==> src/rtl/fetch_queue_if.sv <==
// fetch_queue_if: handshake bundle around the instruction fetch queue.
//   PC side    : flush, pc_valid, pc_in, pc_ready
//   Memory side: imem_req, imem_addr, imem_gnt, imem_rvalid, imem_rdata
//   Decode side: id_valid, id_instr, id_pc, id_ready
// modport master : the fetch queue itself (drives requests and decode outputs)
// modport slave  : the surrounding PC stage, memory and decode
interface fetch_queue_if #(
   parameter int AW = 8,
   parameter int IW = 32
);
   logic          flush;
   logic          pc_valid;
   logic [AW-1:0] pc_in;
   logic          pc_ready;
   logic          imem_req;
   logic [AW-1:0] imem_addr;
   logic          imem_gnt;
   logic          imem_rvalid;
   logic [IW-1:0] imem_rdata;
   logic          id_valid;
   logic [IW-1:0] id_instr;
   logic [AW-1:0] id_pc;
   logic          id_ready;

   modport master (
      input  flush, pc_valid, pc_in, imem_gnt, imem_rvalid, imem_rdata, id_ready,
      output pc_ready, imem_req, imem_addr, id_valid, id_instr, id_pc
   );

   modport slave (
      output flush, pc_valid, pc_in, imem_gnt, imem_rvalid, imem_rdata, id_ready,
      input  pc_ready, imem_req, imem_addr, id_valid, id_instr, id_pc
   );
endinterface

==> src/rtl/fetch_queue.sv <==
// fetch_queue: instruction fetch stage between the PC stage and decode.
// Takes fetch addresses (pc_valid/pc_ready), issues them to instruction memory
// over req/gnt with in-order rvalid responses, and buffers {pc, instr} pairs for
// decode. A flush discards everything queued and turns every in-flight response
// into one to be dropped.
// Ports:
//   clk, rst     clock, synchronous active-high reset
//   bus          fetch_queue_if.master (PC, memory and decode handshakes)
//   perf_fetched instructions consumed by decode     (FETCH_QUEUE_PERF_EN only)
//   perf_stall   cycles with pc_valid & ~pc_ready    (FETCH_QUEUE_PERF_EN only)
// Optional feature macro: FETCH_QUEUE_PERF_EN
//
// state | meaning
// RUN   | no stale responses pending; rvalid data is pushed to the instr FIFO
// DRAIN | drop > 0; next rvalid belongs to a flushed fetch and is discarded
module fetch_queue #(
   parameter int AW    = 8,
   parameter int IW    = 32,
   parameter int DEPTH = 4
) (
   input  logic           clk,
   input  logic           rst,
   fetch_queue_if.master  bus
`ifdef FETCH_QUEUE_PERF_EN
   ,
   output logic [31:0]    perf_fetched,
   output logic [31:0]    perf_stall
`endif
);
   localparam int PW = $clog2(DEPTH);
   localparam int CW = $clog2(DEPTH + 1);

   typedef enum logic {RUN = 1'b0, DRAIN = 1'b1} state_t;

   state_t        state_q, state_d;
   logic [CW-1:0] occ_q, occ_d, outst_q, outst_d, drop_q, drop_d;
   logic [PW-1:0] a_wr_q, a_wr_d, a_rd_q, a_rd_d;
   logic [PW-1:0] i_wr_q, i_wr_d, i_rd_q, i_rd_d;
   logic [AW-1:0] addr_mem [DEPTH];
   logic [AW-1:0] pc_mem   [DEPTH];
   logic [IW-1:0] ins_mem  [DEPTH];
   logic [CW+1:0] used;
   logic          credit, grant, rv_keep, rv_drop, pop;

   // Every slot is accounted for by a queued entry, an outstanding fetch or a
   // response still to be thrown away; only request when one is free.
   assign used          = {2'b00, occ_q} + {2'b00, outst_q} + {2'b00, drop_q};
   assign credit        = used < (CW+2)'(DEPTH);
   assign bus.imem_req  = bus.pc_valid & credit & ~bus.flush & ~rst;
   assign bus.imem_addr = bus.pc_in;
   assign bus.pc_ready  = bus.imem_req & bus.imem_gnt;
   assign grant         = bus.pc_ready;
   assign bus.id_valid  = (occ_q != '0) & ~bus.flush;
   assign bus.id_pc     = pc_mem[i_rd_q];
   assign bus.id_instr  = ins_mem[i_rd_q];
   assign pop           = bus.id_valid & bus.id_ready;
   assign rv_drop       = bus.imem_rvalid & (state_q == DRAIN);
   // rvalid with nothing outstanding is a protocol error and is ignored
   assign rv_keep       = bus.imem_rvalid & (state_q == RUN) & (outst_q != '0);

   always_comb begin
      occ_d   = occ_q;
      outst_d = outst_q;
      drop_d  = drop_q;
      a_wr_d  = a_wr_q;
      a_rd_d  = a_rd_q;
      i_wr_d  = i_wr_q;
      i_rd_d  = i_rd_q;
      if (bus.flush) begin
         occ_d   = '0;
         outst_d = '0;
         a_wr_d  = '0;
         a_rd_d  = '0;
         i_wr_d  = '0;
         i_rd_d  = '0;
         // a response arriving in the flush cycle retires one stale fetch
         if (bus.imem_rvalid && ((drop_q != '0) || (outst_q != '0)))
            drop_d = drop_q + outst_q - CW'(1);
         else
            drop_d = drop_q + outst_q;
      end else begin
         if (grant)   a_wr_d = a_wr_q + PW'(1);
         if (rv_keep) begin
            a_rd_d = a_rd_q + PW'(1);
            i_wr_d = i_wr_q + PW'(1);
         end
         if (pop)     i_rd_d = i_rd_q + PW'(1);
         occ_d   = occ_q + CW'(rv_keep) - CW'(pop);
         outst_d = outst_q + CW'(grant) - CW'(rv_keep);
         if (rv_drop) drop_d = drop_q - CW'(1);
      end
      state_d = (drop_d != '0) ? DRAIN : RUN;
   end

   always_ff @(posedge clk) begin
      if (rst) begin
         state_q <= RUN;
         occ_q   <= '0;
         outst_q <= '0;
         drop_q  <= '0;
         a_wr_q  <= '0;
         a_rd_q  <= '0;
         i_wr_q  <= '0;
         i_rd_q  <= '0;
         for (int i = 0; i < DEPTH; i++) begin
            addr_mem[i] <= '0;
            pc_mem[i]   <= '0;
            ins_mem[i]  <= '0;
         end
      end else begin
         state_q <= state_d;
         occ_q   <= occ_d;
         outst_q <= outst_d;
         drop_q  <= drop_d;
         a_wr_q  <= a_wr_d;
         a_rd_q  <= a_rd_d;
         i_wr_q  <= i_wr_d;
         i_rd_q  <= i_rd_d;
         if (grant)
            addr_mem[a_wr_q] <= bus.pc_in;
         if (rv_keep && !bus.flush) begin
            pc_mem[i_wr_q]  <= addr_mem[a_rd_q];
            ins_mem[i_wr_q] <= bus.imem_rdata;
         end
      end
   end

`ifdef FETCH_QUEUE_PERF_EN
   always_ff @(posedge clk) begin
      if (rst) begin
         perf_fetched <= '0;
         perf_stall   <= '0;
      end else begin
         if (pop)                          perf_fetched <= perf_fetched + 32'd1;
         if (bus.pc_valid && !bus.pc_ready) perf_stall  <= perf_stall + 32'd1;
      end
   end
`endif
endmodule

==> src/flat_wrapper.sv <==
// flat-port wrapper written by rule: the top's interface ports become plain ports
module fetch_queue_flat 
#(
   parameter int AW    = 8,
   parameter int IW    = 32,
   parameter int DEPTH = 4
)
  (clk, rst, bus_flush, bus_pc_valid, bus_pc_in, bus_imem_gnt, bus_imem_rvalid, bus_imem_rdata, bus_id_ready, bus_pc_ready, bus_imem_req, bus_imem_addr, bus_id_valid, bus_id_instr, bus_id_pc);
  fetch_queue_if #(.AW(AW), .IW(IW)) bus_i ();
  input  logic clk;
  input  logic rst;
  input wire logic [$bits(bus_i.flush)-1:0] bus_flush;
  input wire logic [$bits(bus_i.pc_valid)-1:0] bus_pc_valid;
  input wire logic [$bits(bus_i.pc_in)-1:0] bus_pc_in;
  input wire logic [$bits(bus_i.imem_gnt)-1:0] bus_imem_gnt;
  input wire logic [$bits(bus_i.imem_rvalid)-1:0] bus_imem_rvalid;
  input wire logic [$bits(bus_i.imem_rdata)-1:0] bus_imem_rdata;
  input wire logic [$bits(bus_i.id_ready)-1:0] bus_id_ready;
  output wire logic [$bits(bus_i.pc_ready)-1:0] bus_pc_ready;
  output wire logic [$bits(bus_i.imem_req)-1:0] bus_imem_req;
  output wire logic [$bits(bus_i.imem_addr)-1:0] bus_imem_addr;
  output wire logic [$bits(bus_i.id_valid)-1:0] bus_id_valid;
  output wire logic [$bits(bus_i.id_instr)-1:0] bus_id_instr;
  output wire logic [$bits(bus_i.id_pc)-1:0] bus_id_pc;
  assign bus_i.flush = bus_flush;
  assign bus_i.pc_valid = bus_pc_valid;
  assign bus_i.pc_in = bus_pc_in;
  assign bus_i.imem_gnt = bus_imem_gnt;
  assign bus_i.imem_rvalid = bus_imem_rvalid;
  assign bus_i.imem_rdata = bus_imem_rdata;
  assign bus_i.id_ready = bus_id_ready;
  assign bus_pc_ready = bus_i.pc_ready;
  assign bus_imem_req = bus_i.imem_req;
  assign bus_imem_addr = bus_i.imem_addr;
  assign bus_id_valid = bus_i.id_valid;
  assign bus_id_instr = bus_i.id_instr;
  assign bus_id_pc = bus_i.id_pc;
  fetch_queue #(.AW(AW), .IW(IW), .DEPTH(DEPTH)) u_core (.clk(clk), .rst(rst), .bus(bus_i));
endmodule
==> config.mk <==
export PLATFORM = sky130hd
export DESIGN_NAME = fetch_queue_flat
export DESIGN_NICKNAME = d
export VERILOG_FILES = /design/src/rtl/fetch_queue_if.sv /design/src/rtl/fetch_queue.sv /design/src/flat_wrapper.sv
export SDC_FILE = /design/constraint.sdc
export NUM_CORES = 1
export LEC_CHECK = 0
export CAP_MARGIN = 20
export CORE_ASPECT_RATIO = 1.75
export CORE_MARGIN = 4
export CORE_UTILIZATION = 35
export CTS_BUF_LIST = sky130_fd_sc_hd__clkbuf_8
export DETAILED_ROUTE_END_ITERATION = 8
export GPL_TIMING_DRIVEN = 1
export SLEW_MARGIN = 0
export SYNTH_ARGS = -nofsm -noshare
export SYNTH_HDL_FRONTEND = slang
export SYNTH_SLANG_ARGS = --single-unit
==> constraint.sdc <==
create_clock -name clk -period 5 [get_ports clk]
set_clock_uncertainty 0.2 [all_clocks]
set_input_delay 0.5 -clock clk [delete_from_list [all_inputs] [get_ports clk]]
set_output_delay 0.5 -clock clk [all_outputs]
set_load 0.01 [all_outputs]
# --- Word level (Yosys, flattened, before mapping) ---
# Memories as Yosys holds them, arrays and structs flattened. A register that Yosys moved wholly into a read port is not among the register bits.
# Index checks and enable logic that the tools add are counted.
classes:
  n_lt_le_gt_ge: 1
  shift: 0
  n_eq_ne: 0
  n_mux: 27
  n_reduce_logical: 12
  multipliers: 0
  n_div: 0
  bitwise: 12
  n_addsub: 13
op_table:
  columns: ["cell", "count"]
  rows:
  - ["$mux 32", 1]
  - ["$reduce_or 32->1", 1]
  - ["$mux 2", 9]
  - ["$mux 8", 2]
  - ["$reduce_or 8->1", 2]
  - ["$mux 1", 12]
  - ["$reduce_bool 3->1", 4]
  - ["$and 1x1->1", 9]
  - ["$mux 3", 3]
  - ["$add 2x1->2 const B", 4]
  - ["$add 3x1->3", 2]
  - ["$sub 3x1->3", 2]
  - ["$sub 3x1->3 const B", 2]
  - ["$add 5x3->5", 1]
  - ["$lt 5x3->1 const B", 1]
  - ["$add 3x3->4", 1]
  - ["$add 3x3->3", 1]
  - ["$not 1->1", 3]
  - ["$logic_and 1x1->1", 2]
  - ["$reduce_or 2->1", 1]
  - ["$logic_not 1->1", 1]
  - ["$logic_or 1x1->1", 1]
totals:
  in_bits: 47
  latchBits: 0
  out_inout_bits: 51
  regBits: 18
  word_cells: 76
  mem_count: 3
  ram_bits: 192
  mem_bits_ro: 0
memory_table:
  columns: ["memory", "words", "word_bits", "read_ports", "rd_ports_with_merged_regs", "wr", "line", "rtl"]
  rows:
  - ["u_core.ins_mem", 4, 32, 1, 1, 4, "fetch_queue.sv:41", "logic [IW-1:0] ins_mem [DEPTH];"]
  - ["u_core.addr_mem", 4, 8, 1, 1, 4, "fetch_queue.sv:39", "logic [AW-1:0] addr_mem [DEPTH];"]
  - ["u_core.pc_mem", 4, 8, 1, 1, 4, "fetch_queue.sv:40", "logic [AW-1:0] pc_mem [DEPTH];"]

# --- Logic depth before layout (Yosys ltp) ---
# Gate-level depths: netlist of the first run.
depth:
  ltp_word: 12
  mapped_depth: 14
  ltp_nobuf: 14

# --- Worst setup path after synthesis of the first run ---
# No wires, ideal clock.
synth_path:
  path_kind: "reg2reg"
  from: "reg u_core.outst_q[0]"
  to: "reg u_core.outst_q[2]"
  slack_ns: 1.482
  required_ns: 4.672
  arrival_time_ns: 3.190
  setup_ns: 0.128
  path_stages_with_launch: 15
  path_cell_list: "dfxtp_1 -> ha_1 -> fa_1 -> xor2_1 -> ha_1 -> or3_1 -> a211oi_2 -> nand3_4 -> ha_1 -> inv_1 -> ha_1 -> fa_1 -> xnor2_1 -> xnor2_1 -> nor2_1"
synth_via:
  elab_chain_cells: 9
synth_rtl:
  columns: ["item", "line", "rtl"]
  rows:
  - ["from (decl)", "fetch_queue.sv:36", "logic [CW-1:0] occ_q, occ_d, outst_q, outst_d, drop_q, drop_d;"]
  - ["from (signal assigned)", "fetch_queue.sv:113", "outst_q <= outst_d;"]
  - ["$add 3x3->4", "fetch_queue.sv:47", "assign used = {2'b00, occ_q} + {2'b00, outst_q} + {2'b00, drop_q};"]
  - ["$add 5x3->5", "fetch_queue.sv:47", null]
  - ["$lt 5x3->1", "fetch_queue.sv:48", "assign credit = used < (CW+2)'(DEPTH);"]
  - ["$and 1x1->1 (3 in a row)", "fetch_queue.sv:49", "assign bus.imem_req = bus.pc_valid & credit & ~bus.flush & ~rst;"]
  - ["$and 1x1->1", "fetch_queue.sv:51", "assign bus.pc_ready = bus.imem_req & bus.imem_gnt;"]
  - ["$add 3x1->3", "fetch_queue.sv:89", "outst_d = outst_q + CW'(grant) - CW'(rv_keep);"]
  - ["$sub 3x1->3 *", "fetch_queue.sv:89", null]
# Every way passes the cells marked *; elsewhere a longest branch is shown, timed or not.
# A chain may end at the register's enable or synchronous reset.

# --- Worst setup path in the final report of the first run ---
layout_path:
  from: "reg u_core.outst_q[0]"
  to: "out bus_pc_ready"
layout_via:
  elab_chain_cells: 7
layout_rtl:
  columns: ["item", "line", "rtl"]
  rows:
  - ["$add 3x3->4", "fetch_queue.sv:47", null]
  - ["$add 5x3->5", "fetch_queue.sv:47", null]
  - ["$lt 5x3->1", "fetch_queue.sv:48", null]
  - ["$and 1x1->1 (3 in a row)", "fetch_queue.sv:49", null]
  - ["$and 1x1->1", "fetch_queue.sv:51", null]
  - ["to (decl)", "flat_wrapper.sv:19", "output wire logic [$bits(bus_i.pc_ready)-1:0] bus_pc_ready;"]
# No other way between the ends.

==> results of run 1 <==
layout by cell type, fill, tap and decap left out, types with 2 or more instances in the layout:
cell                              Yosys  final
sky130_fd_sc_hd__clkdlybuf4s50_1      0     97
sky130_fd_sc_hd__dfxtp_1             22     20
sky130_fd_sc_hd__or2_1                2      2
sky130_fd_sc_hd__and3_1              43     43
sky130_fd_sc_hd__and3b_1              2      2
sky130_fd_sc_hd__buf_4                9      9
sky130_fd_sc_hd__a21boi_0             3      3
sky130_fd_sc_hd__xnor2_1              9      9
sky130_fd_sc_hd__o21ai_0              2      2
sky130_fd_sc_hd__clkinv_2             0      9
sky130_fd_sc_hd__nand2_1              6      6
sky130_fd_sc_hd__clkinv_1             0      8
sky130_fd_sc_hd__or2_2                5      5
sky130_fd_sc_hd__fa_1                 4      4
sky130_fd_sc_hd__edfxtp_1           192    192
sky130_fd_sc_hd__or3_1                2      2
sky130_fd_sc_hd__mux4_2              48     48
sky130_fd_sc_hd__nor2_1              13     13
sky130_fd_sc_hd__xor2_1               8      8
sky130_fd_sc_hd__ha_1                13     13
sky130_fd_sc_hd__and2_1             156    156
sky130_fd_sc_hd__clkbuf_8             0     33
sky130_fd_sc_hd__inv_1               13     20
sky130_fd_sc_hd__nor3b_4              3      4
sky130_fd_sc_hd__nand3_1              2      2
sky130_fd_sc_hd__a21oi_1              5      5
state kept, by name, summed over array words and instances (netlist names), named ones only:
register         flops
u_core.ins_mem     128
u_core.a_rd_q        2
u_core.pc_mem       32
u_core.a_wr_q        2
u_core.i_wr_q        2
u_core.drop_q        3
u_core.addr_mem     32
u_core.i_rd_q        2
u_core.occ_q         3
u_core.outst_q       3
u_core.state_q       1
worst max-delay path, stage by stage (launching register included):
cell	delay, ns
sky130_fd_sc_hd__dfxtp_1	0.36
sky130_fd_sc_hd__ha_1	0.25
sky130_fd_sc_hd__fa_1	0.39
sky130_fd_sc_hd__xor2_1	0.16
sky130_fd_sc_hd__ha_1	0.17
sky130_fd_sc_hd__or3_1	0.34
sky130_fd_sc_hd__a211oi_2	0.34
sky130_fd_sc_hd__nand3_4	0.19
sky130_fd_sc_hd__inv_1	0.09
sky130_fd_sc_hd__buf_4	0.17
sky130_fd_sc_hd__clkdlybuf4s50_1	0.56
through the flow:
| step | cell area (sq um) | instances |
|---|---|---|
| after floorplan | 9592 | 612 |
| after global placement | 10910 | 1039 |
| after detailed placement | 10910 | 1039 |
| after CTS | 11470 | 1097 |
| after global routing | 11490 | 1098 |
| final | 11490 | 1098 |
cell families after synthesis:
group,synth area share [%]
adders and majority gates,2.531
buffers and inverters,2.596
DFF,64.70
xor gates and xnor gates,1.552
AOI/OAI and AO/OA,1.161
and+or+nand+nor,16.19
muxes,11.27
path summary, 6_finish.rpt:
check / slack [ns] / to / depth (start not counted) / start
max: 0.75 / bus_pc_ready / 10 / u_core.outst_q[0]
min reg2reg: 0.32 / flop / 2 / u_core.a_rd_q[1]
max reg2reg: 1.16 / u_core.outst_q[2] / 14 / u_core.outst_q[0]
min: 0.32 / flop / 2 / u_core.a_rd_q[1]
power breakdown:
part	leakage, nW	total, mW	switching (mW)	internal (mW)
Combinational	1.81	0.227	0.118	0.109
Sequential	2.16	2.03	0.0273	2.01
Clock	0.322	1.25	0.642	0.611
Total	4.30	3.51	0.787	2.73
final cells by class:
class	instances	area share [%]
inverters	13	0.4247
clock inverters	25	0.9473
flip-flops and latches	214	54.05
repair buffers	107	9.212
well taps	364	3.963
multi-input cells	342	27.45
clock buffers	33	3.953
per-layer routing:
| metal | track usage, % | part of all wire [%] | vias up |
|---|---|---|---|
| met4 | 4.151 | 2.1 | 4 |
| met1 | 14.80 | 36 | 2699 |
| met3 | 2.388 | 4.4 | 36 |
| met2 | 27.64 | 58 | 121 |
| li1 | - | - | 2441 |
| met5 | 0 | 0.13 | - |
==> impl_metrics.py, run 1 <==
metrics = {
    "outcome": {
        "run_status": "completed",
    },
    "detailed_routing": {
        "detailedRoute.firstPassIterationCount": 4,
        "post_drt_wl_per_cell_um": 19.10,
        "ant_nets": 0,
        "wirelength_um": 20970,
        "route.detailed.vias_per_inst": 4.828,
        "route.vias.total": 5301,
        "drtIter0Drc": 242,
        "drc": 0,
    },
    "sta": {
        "finalWorstPathRequiredPeriod_ns": 4.252,
        "whs_ns": 0.3179,
        "fmax_mhz": 235.2,
        "slew_headroom_pct": 32.27,
        "fin_crit_sh_pct": 85.04,
        "finalSetupViolCount": 0,
        "tightestPinTransition_ns": 1.016,
        "slew_viol_final": 0,
        "fin_setup_tns_ns": 0,
        "grt_setup_unrepaired": "false",
        "finalHoldViolCount": 0,
        "timing.final.ws_setup_ns": 0.7481,
    },
    "synth": {
        "yosys-top-cells-count": "sky130_fd_sc_hd__edfxtp_1, sky130_fd_sc_hd__and2_1, sky130_fd_sc_hd__mux4_2, sky130_fd_sc_hd__and3_1, sky130_fd_sc_hd__clkbuf_1",
        "synth_seq_cells": 214,
        "post_synth_inst_count": 612,
        "ys.warnings.count": 0,
        "synthDominantCellAreaShare_pct": 60.11,
        "synth_top_area_cell": "sky130_fd_sc_hd__edfxtp_1",
        "postSynthNetCount": 676,
        "synthArstFlopShare_pct": 0,
        "ys_types": 40,
        "main_synth_ff_type": "sky130_fd_sc_hd__edfxtp_1",
        "synth_edf_count": 192,
        "netlist_area_sq_um": 9592,
        "synth.yosys.seq_area_share_pct": 64.70,
        "yosys-top-cells-area": "sky130_fd_sc_hd__edfxtp_1, sky130_fd_sc_hd__mux4_2, sky130_fd_sc_hd__and2_1",
        "synth.most_common_cell": "sky130_fd_sc_hd__edfxtp_1",
        "post_syn_area_per_cell_sq_um": 15.67,
    },
    "layout": {
        "seq_area_sq_um": 6211,
        "multi_input_combinational_cell_area_sq_um": 3154,
        "num-fill-cells": 2426,
        "syn2layout_area_growth_pct": 19.80,
        "n_antenna_cell": 0,
        "final_nets": 773,
        "final_util_pct": 42.90,
        "post_route_cells_drive_above_1_share_pct": 16.49,
    },
    "pwr": {
        "power.ir.vdd_worst_uv": 183.1,
        "cellPowerDensity_nw_per_um2": 305.7,
        "leakagePower_nw": 4.295,
        "total_power_mw": 3.513,
    },
    "clocking": {
        "cts_root_buf": "sky130_fd_sc_hd__clkbuf_8",
        "cts_num_sinks": 214,
        "post-cts-setup-buffers": 0,
        "cts.path.max_buffers": 3,
        "total_of_cells_resized_after_clock_tree_synthesis": 0,
        "cts-htree-levels": 1,
        "post_cts_hold_buffer_count": 0,
        "tritoncts_clock_tree": "yes",
        "number_of_buffers_inserted_during_clock_tree_synthesis": 31,
        "clock_transition_time_at_the_flip_flop_clock_pins_of_the_worst_setup_and_hold_paths_ns": 0.06,
        "worst_skew_pair.late_latency_ns": 0.56,
    },
    "die": {
        "die_width_um": 133.1,
        "floorplan.die_area_sq_um": 30220,
        "start_util_pct": 35.81,
        "total_number_of_placement_rows": 79,
        "num_io_pins": 98,
        "chipHeight_um": 227.0,
        "core_area_sq_um": 26790,
    },
    "global_routing": {
        "grt_max_degree": 48,
        "grt_remaining_overflow": 0,
        "via_count_of_the_first_global_routing_pass": 5983,
        "globalRouteTotalUtil_pct": 13.88,
        "grt_antenna_before_repair": 2,
        "grt_pass1_wl_um": 32860,
    },
    "placed_design": {
        "gp_congestion": 0.7179,
        "placement.io_buffers": 97,
        "dp.final_hpwl_um": 13040,
        "preCtsSetupSlack_ns": 1.136,
    },
    "worst_setup_path": {
        "path_type_of_the_worst_setup_path": "reg -> out",
        "cp-end-kind": "output port",
        "startpoint_type_of_the_worst_setup_path": "flop",
        "worstPathRequired_ns": 4.30,
        "crit_fanout": 12,
        "critPathArrivalTime_ns": 3.55,
    },
    "run": {
        "cap_viol_max_count": 0,
    },
    "min_path": {
        "min-delay-path-class": "reg -> reg",
    },
}
Note: power is estimated with default switching activity, not from simulation.
==> run 2: changes to the inputs <==
Settings changed: CAP_MARGIN 20 to 40, DONT_BUFFER_PORTS from default to 1.
==> impl_metrics.py, run 2 (synthesis gave the netlist of run 1 again) <==
metrics = {
    "worst_setup_path": {
        "reg2reg_from": "u_core.outst_q[0]",
        "crit_path_top_delay_cell": "sky130_fd_sc_hd__fa_1",
        "startpoint_type_of_the_worst_setup_path": "flop",
        "critical_path_buf_inv_count": 1,
        "cp-end-kind": "output port",
        "critPathArrivalTime_ns": 3.06,
        "setup.worst_path.start": "u_core.outst_q[0]",
        "crit_fanout": 12,
        "setup.reg_to_reg.worst_slack_ns": 1.27,
        "path_type_of_the_worst_setup_path": "reg -> out",
        "worstSetupPathDepth": 8,
        "most_frequent_cell_on_critical_path": "sky130_fd_sc_hd__ha_1",
        "worst-r2r-cell-count": 14,
        "worstPathRequired_ns": 4.30,
        "worst_path_dominant_cell_family": "adder cells",
        "slowest_delay_ns": 0.38,
        "critical_path.cell_chain": "ha_1 > fa_1 > xor2_1 > ha_1 > or3_1 > a211oi_2 > nand3_4 > inv_1",
    },
    "sta": {
        "slew_viol_final": 0,
        "finalWorstPathRequiredPeriod_ns": 3.759,
        "timing.final.ws_setup_ns": 1.241,
        "finalSetupViolCount": 0,
        "fmax_mhz": 266.1,
        "tightestPinTransition_ns": 0.8116,
        "slew_headroom_pct": 45.89,
        "finalHoldViolCount": 0,
        "fin_crit_sh_pct": 75.17,
        "grt_setup_unrepaired": "false",
        "fin_setup_tns_ns": 0,
    },
    "global_routing": {
        "grt_max_degree": 48,
        "grt_antenna_before_repair": 3,
        "grt_remaining_overflow": 0,
        "via_count_of_the_first_global_routing_pass": 5693,
        "grt_pass1_wl_um": 32300,
        "globalRouteTotalUtil_pct": 13.97,
    },
    "placed_design": {
        "placed_cells_incl_taps": 945,
        "dp.final_hpwl_um": 12900,
        "gp_congestion": 0.7597,
        "placement.io_buffers": 0,
        "preCtsSetupSlack_ns": 1.266,
    },
    "pwr": {
        "power.ir.vdd_worst_uv": 156.9,
        "cellPowerDensity_nw_per_um2": 325.4,
        "leakagePower_nw": 4.176,
    },
    "clocking": {
        "cts_num_sinks": 214,
        "clock_transition_time_at_the_flip_flop_clock_pins_of_the_worst_setup_and_hold_paths_ns": 0.07,
        "cts.path.max_buffers": 3,
        "worst_skew_pair.late_latency_ns": 0.58,
        "tritoncts_clock_tree": "yes",
        "post-cts-setup-buffers": 0,
        "total_of_cells_resized_after_clock_tree_synthesis": 0,
        "cts-htree-levels": 1,
        "cts_root_buf": "sky130_fd_sc_hd__clkbuf_8",
        "number_of_buffers_inserted_during_clock_tree_synthesis": 31,
    },
    "layout": {
        "final_nets": 721,
        "largest_register": "u_core.ins_mem",
        "syn2layout_area_growth_pct": 15.52,
        "post_route_cells_drive_above_1_share_pct": 17.77,
        "reg.largest.list": "u_core.ins_mem: 128 flops, u_core.addr_mem: 32 flops, u_core.pc_mem: 32 flops",
        "largest_register_ffs": 128,
        "final_common_cell": "sky130_fd_sc_hd__edfxtp_1",
        "mostFrequentLayoutCells": "sky130_fd_sc_hd__edfxtp_1, sky130_fd_sc_hd__and2_1, sky130_fd_sc_hd__mux4_2",
        "num-fill-cells": 2463,
        "final-instance-count-excl-fill": 1046,
    },
    "min_path": {
        "min-delay-path-class": "in -> reg",
        "hold_path_startpoint": "rst",
        "hold-path-cell-count": 1,
    },
    "die": {
        "total_number_of_placement_rows": 79,
        "core_area_sq_um": 26790,
        "floorplan.die_area_sq_um": 30220,
        "chipHeight_um": 227.0,
        "die_width_um": 133.1,
        "start_util_pct": 35.81,
        "num_io_pins": 98,
    },
    "detailed_routing": {
        "post_drt_wl_per_cell_um": 19.83,
        "drc": 0,
        "ant_nets": 0,
        "route.vias.total": 5052,
        "detailedRoute.firstPassIterationCount": 4,
        "drtIter0Drc": 160,
        "wirelength_um": 20750,
        "route.detailed.vias_per_inst": 4.830,
    },
    "outcome": {
        "run_status": "completed",
    },
    "run": {
        "cap_viol_max_count": 0,
    },
}
==> run 2: cell count changes in the layout (fill, tap and decap cells not counted), moves of 4 or more <==
cell and delta:
sky130_fd_sc_hd__dlygate4sd3_1 +43, sky130_fd_sc_hd__clkinv_2 -6, sky130_fd_sc_hd__clkinv_1 -4, sky130_fd_sc_hd__inv_1 +5, sky130_fd_sc_hd__clkdlybuf4s50_1 -97
==> run 2: layout make-up <==
class | instances | area (sq um) | share of cell area, %
Inverter | 13 | 48.80 | 0.4404
Clock inverter | 23 | 155.1 | 1.400
Antenna cell | 1 | 2.502 | 0.02258
Timing Repair Buffer | 55 | 585.6 | 5.285
Multi-Input combinational cell | 342 | 3154 | 28.47
Tap cell | 364 | 455.4 | 4.110
Clock buffer | 34 | 467.9 | 4.223
Sequential cell | 214 | 6211 | 56.05
==> run 2: what timing repair did <==
action,in CTS,in global routing
hold buffers,43,0
hold endpoints to repair,164,0
setup endpoints to repair,0,0
==> run 2: worst paths after layout <==
path / to
setup / recovery: bus_pc_ready
hold reg to reg: flop
setup reg to reg: u_core.outst_q[2]
hold / removal: u_core.addr_mem[2][7]
==> run 2: power by group <==
part	internal [mW]	switching, mW
registers	2.00	0.0248
logic	0.0780	0.110
clock network	0.733	0.655
total	2.81	0.790
==> run 2: stage by stage <==
stage / power (mW) / instance area (sq um) / utilization [%] / hold slack (ns)
after floorplan: 2.170 / 9592 / - / 0.2847
after global placement: 2.205 / 9930 / 37.07 / 0.3079
after detailed placement: 2.219 / 10020 / 37.42 / 0.3141
after CTS: 3.660 / 11080 / 41.36 / 0.02160
after global routing: 3.757 / 11080 / 41.37 / 0.03676
final: 3.605 / 11080 / 41.37 / 0.07338
==> run 2: layer usage <==
layer	GRT usage (%)	vias to the layer above	routed length [um]
met3	2.565	44	875
li1	-	2338	-
met2	27.87	120	12000
met1	14.12	2546	7230
met5	0	-	27
met4	5.546	4	612
